## config.mk

```make
export PLATFORM = sky130hd
export DESIGN_NAME = piso_frame_tx
export DESIGN_NICKNAME = d
export VERILOG_FILES = /design/src/rtl/piso_frame_tx.sv
export SDC_FILE = /design/constraint.sdc
export NUM_CORES = 1
export LEC_CHECK = 0
export ABC_AREA = 1
export CORE_MARGIN = 3
export CORE_UTILIZATION = 45
export CTS_BUF_LIST = sky130_fd_sc_hd__clkbuf_8
export DETAILED_ROUTE_END_ITERATION = 7
export GPL_TIMING_DRIVEN = 0
export PLACE_DENSITY_LB_ADDON = 0.12
export SYNTH_ARGS = -nofsm -noshare
export SYNTH_HDL_FRONTEND = slang
export SYNTH_SLANG_ARGS = --single-unit
```

## constraint.sdc

```tcl
create_clock -name clk -period 1.3 [get_ports clk]
set_clock_uncertainty 0.1 [all_clocks]
set_input_delay 0.26 -clock clk [delete_from_list [all_inputs] [get_ports clk]]
set_output_delay 0.26 -clock clk [all_outputs]
set_load 0.005 [all_outputs]
```

## src/rtl/piso_frame_tx.sv

```systemverilog
// Parallel-in/serial-out frame transmitter: one WIDTH-bit word per valid/ready accept, sent MSB-first with a shift strobe per bit.
// Optional even-parity trailer bit is built when PIPO_PARITY_EN is defined.
module piso_frame_tx #(
  parameter int WIDTH = 8
) (
  input  logic             clk,
  input  logic             reset,
  input  logic [WIDTH-1:0] data_in,
  input  logic             load_valid,
  output logic             load_ready,
  input  logic             shift_en,
  output logic             serial_out,
  output logic             shift_out,
  output logic             frame_start,
  output logic             busy,
  output logic [1:0]       state_dbg
);

  localparam int CNT_W = $clog2(WIDTH + 1);

`ifdef PIPO_PARITY_EN
  typedef enum logic [1:0] {IDLE = 2'd0, SHIFT = 2'd1, PAR = 2'd2} state_t;
`else
  typedef enum logic [1:0] {IDLE = 2'd0, SHIFT = 2'd1} state_t;
`endif

  state_t           state, state_nxt;
  logic [WIDTH-1:0] shift_reg, shift_reg_nxt;
  logic [CNT_W-1:0] bit_cnt, bit_cnt_nxt;
  logic             serial_nxt, shift_out_nxt, frame_start_nxt, busy_nxt;
`ifdef PIPO_PARITY_EN
  logic             parity_bit, parity_bit_nxt;
`endif

  // Handshake: a word transfers on a rising edge where load_valid && load_ready;
  // load_ready depends only on state, never on load_valid, and the producer holds data_in until then.
  assign load_ready = (state == IDLE);
  assign state_dbg  = state;

  always_ff @(posedge clk or posedge reset) begin
    if (reset) begin
      state       <= IDLE;
      shift_reg   <= '0;
      bit_cnt     <= '0;
      serial_out  <= 1'b0;
      shift_out   <= 1'b0;
      frame_start <= 1'b0;
      busy        <= 1'b0;
`ifdef PIPO_PARITY_EN
      parity_bit  <= 1'b0;
`endif
    end else begin
      state       <= state_nxt;
      shift_reg   <= shift_reg_nxt;
      bit_cnt     <= bit_cnt_nxt;
      serial_out  <= serial_nxt;
      shift_out   <= shift_out_nxt;
      frame_start <= frame_start_nxt;
      busy        <= busy_nxt;
`ifdef PIPO_PARITY_EN
      parity_bit  <= parity_bit_nxt;
`endif
    end
  end

  always_comb begin
    state_nxt       = state;
    shift_reg_nxt   = shift_reg;
    bit_cnt_nxt     = bit_cnt;
    serial_nxt      = serial_out;
    shift_out_nxt   = 1'b0;
    frame_start_nxt = 1'b0;
    busy_nxt        = busy;
`ifdef PIPO_PARITY_EN
    parity_bit_nxt  = parity_bit;
`endif
    case (state)
      IDLE: begin
        // shift_en is deliberately ignored here so bit 0 never leaves on the accept edge
        if (load_valid) begin
          shift_reg_nxt  = data_in;
          bit_cnt_nxt    = '0;
          busy_nxt       = 1'b1;
          state_nxt      = SHIFT;
`ifdef PIPO_PARITY_EN
          parity_bit_nxt = ^data_in;
`endif
        end
      end
      SHIFT: begin
        if (shift_en) begin
          serial_nxt      = shift_reg[WIDTH-1];
          shift_reg_nxt   = {shift_reg[WIDTH-2:0], 1'b0};
          shift_out_nxt   = 1'b1;
          frame_start_nxt = (bit_cnt == '0);
          bit_cnt_nxt     = bit_cnt + CNT_W'(1);
          if (bit_cnt == CNT_W'(WIDTH - 1)) begin
`ifdef PIPO_PARITY_EN
            state_nxt = PAR;
`else
            state_nxt = IDLE;
            busy_nxt  = 1'b0;
`endif
          end
        end
      end
`ifdef PIPO_PARITY_EN
      PAR: begin
        if (shift_en) begin
          serial_nxt    = parity_bit;
          shift_out_nxt = 1'b1;
          busy_nxt      = 1'b0;
          state_nxt     = IDLE;
        end
      end
`endif
      default: state_nxt = IDLE;
    endcase
  end

endmodule

```

==> flow_metrics.py <==
metrics = {
    "synthesis": {
        "async_flop_share_pct": 100,
        "synth_edf_count": 0,
        "synth_common_cells": "nand2_1 (21), dfrtp_1 (16), nand3_1 (9)",
        "syn-instance-count": 90,
        "ys_ff_latch": 16,
        "yosysMostFrequentCell": "nand2_1",
        "synth-seq-area-share_pct": 48.3,
        "yosys_warnings": 0,
        "syn_avg_cell_area_um2": 9.20,
        "synth_top_area_share_pct": 48.3,
        "synth_ff_type": "dfrtp_1",
        "synth_area_um2": 828,
        "synth.largest_area_cell": "dfrtp_1",
        "synthTopCellsByArea": "dfrtp_1 (48%), nand2_1 (9.5%), nand3_1 (5.4%), o21ai_2 (4.2%), nand2_4 (4.1%)",
        "syn_nets": 104,
        "synth.distinct_cells": 19,
    },
    "clock_network": {
        "tritoncts": "done",
        "hold_buffers": 0,
        "h-tree-depth": 1,
        "path_clk_slew_ns": 0.06,
        "cts_num_sinks": 16,
        "cts_root_buf": "clkbuf_8",
        "clk_latency_ns": 0.24,
        "clk_path_buf_depth": 2,
        "cts_buffers": 3,
    },
    "global_route": {
        "grt_pass1_wl_um": 2820,
        "antenna_found_initial": 0,
        "track_usage_pct": 14.8,
        "grt_pass1_vias": 635,
        "overflow": 0,
        "grt_max_degree": 17,
    },
    "worst_setup_path": {
        "crit_fanout": 3,
        "worst-path-stages": 3,
        "path_common_cell": "buf_6",
        "crit_path_end": "state_dbg[0]",
        "crit_family": "flip-flops",
        "required_ns": 0.94,
        "reg2reg_depth": 7,
        "cp-end-kind": "output port",
        "path_cells": "buf_6, buf_6, buf_6",
        "rrSetupSlack_ns": -0.03,
        "crit_start": "busy$_DFFE_PP0P_",
        "cp.arrival_ns": 1.00,
        "crit_path_start_kind": "flop",
        "crit_buf_inv": 3,
        "crit_slowest_cell": "dfrtp_1",
        "max_stage_delay_ns": 0.40,
        "crit_type": "flop to output port",
        "regToRegStartpoint": "busy$_DFFE_PP0P_",
        "reg2reg_to": "shift_reg[6]$_DFFE_PP0P_",
    },
    "cells_and_area": {
        "antenna_cells": 0,
        "largest_reg_flops": 8,
        "post-route-util_pct": 78.3,
        "syn2layout_area_growth_pct": 52.4,
        "finalNetCount": 137,
        "layout-drive-gt1-share_pct": 31.4,
        "finalNonFillerCells": 145,
    },
    "outcome": {
        "failed_checks": "negative setup slack",
        "status": "finished with violations",
    },
    "routing": {
        "avgViaCountPerCell": 4.82,
        "wl_per_cell_um": 12.5,
        "drc": 0,
        "postRouteAntennaNets": 0,
        "drt_iter0_markers": 11,
        "first_pass_iters": 4,
        "drt-total-wl_um": 1820,
        "vias": 699,
    },
    "power_and_ir_drop": {
        "peakVddDrop_v": 0.00115,
        "seq_power_share_pct": 36.8,
        "powerDensity_nw_per_um2": 1660,
        "power_frac_clock_pct": 17.1,
        "total_power_uw": 2100,
        "p_int_uw": 1370,
        "p_switching_uw": 727,
        "swShare_pct": 34.7,
        "combPwrFrac_pct": 46.0,
        "p_leak_uw": 0.000633,
    },
    "timing": {
        "relSlewSlack_pct": 59.6,
        "rsz0062_at_grt": "true",
        "hold_viol_final": 0,
        "slew_viol_final": 0,
        "fin_crit_sh_pct": 104,
        "setup_violations": 5,
        "tightest_slew_ns": 0.606,
        "setup_ws_ns": -0.0565,
        "min_period_ns": 1.36,
        "fmax_mhz": 737,
    },
    "floorplanning": {
        "fp.dieH_um": 48.9,
        "floorplan.initialDensity_pct": 51.4,
        "die_area_um2": 2390,
        "die_w_um": 48.9,
        "rows": 14,
        "io-pin-count": 19,
        "core_area_um2": 1610,
    },
    "job": {
        "maxCapViolations": 0,
    },
    "place": {
        "dp_hpwl_um": 1090,
        "dp.cells": 131,
        "gp_congestion": 0.717,
        "preCtsSetupSlack_ns": -0.231,
        "numPortBuffers": 17,
    },
    "hold_path": {
        "hold_path.class": "input port to asynchronous set/reset pin",
    },
}
[cell type report]
class	count	area, um^2
well taps	24	30.0
flip-flops and latches	16	400
multi-input cells	59	387
inverters	10	40.0
fillers	113	349
clock buffers	3	41.3
plain buffers	4	50.0
repair buffers	29	314
[per-stage QoR]
| stage | TNS [ns] | hold slack [ns] | instance area [um^2] |
|---|---|---|---|
| 2_1_floorplan | 0 | 0.0737 | 828 |
| 3_3_place_gp | -2.04 | 0.381 | 1030 |
| 3_5_place_dp | -2.34 | 0.392 | 1030 |
| 4_1_cts | -1.14 | 0.302 | 1130 |
| 5_1_grt | -0.764 | 0.343 | 1260 |
| 6_report | -0.150 | 0.283 | 1260 |
[worst min-delay path by stage]
stage	from	endpoint	slack, ns	cells after the start
2_1_floorplan	reset	bit_cnt[0]$_DFFE_PP0P_	0.07	1
3_3_place_gp	serial_out$_DFFE_PP0P_	serial_out$_DFFE_PP0P_	0.38	2
3_5_place_dp	shift_reg[0]$_DFFE_PP0P_	shift_reg[0]$_DFFE_PP0P_	0.39	2
4_1_cts	reset	shift_reg[0]$_DFFE_PP0P_	0.30	2
5_1_grt	reset	shift_reg[1]$_DFFE_PP0P_	0.34	2
6_report	reset	serial_out$_DFFE_PP0P_	0.28	2
[power groups by stage]
stage	clock network (uW)	logic (uW)	registers, uW
3_5_place_dp	0	720	779
6_report	359	966	772
2_1_floorplan	0	505	761
3_3_place_gp	0	705	770
4_1_cts	367	789	768
5_1_grt	393	1070	792
[logic make-up after synthesis]
| kind of cell | share of synthesized area (%) |
|---|---|
| flops | 48.3 |
| simple gates | 24.9 |
| other cells | 0.453 |
| fa+ha+maj | 3.02 |
| buf+inv | 11.5 |
| compound gates | 11.8 |
[cell usage in the layout, fill, tap and decap left out, drive strengths merged, types with 4 or more instances in the layout]
master	n
buf	16
clkbuf	5
clkdlybuf4s50	11
dfrtp	16
dlygate4sd2	4
inv	10
nand2	24
nand3	9
nor2	5
o211ai	5
o21ai	6
or2	4
[metal layers]
layer	wire, um	GRT usage (%)	vias up
li1	-	-	348
met1	809	20.2	325
met2	891	23.1	22
met3	83	3.06	4
met4	31	5.69	0
met5	0	0	-
[what timing repair did]
action	CTS	global route
gates cloned	0	2
hold endpoints to repair	0	0
resized for setup	18	15
setup buffers	5	5
setup endpoints to repair	7	18
pin swaps	0	9
(Power assumes the default switching activity.)
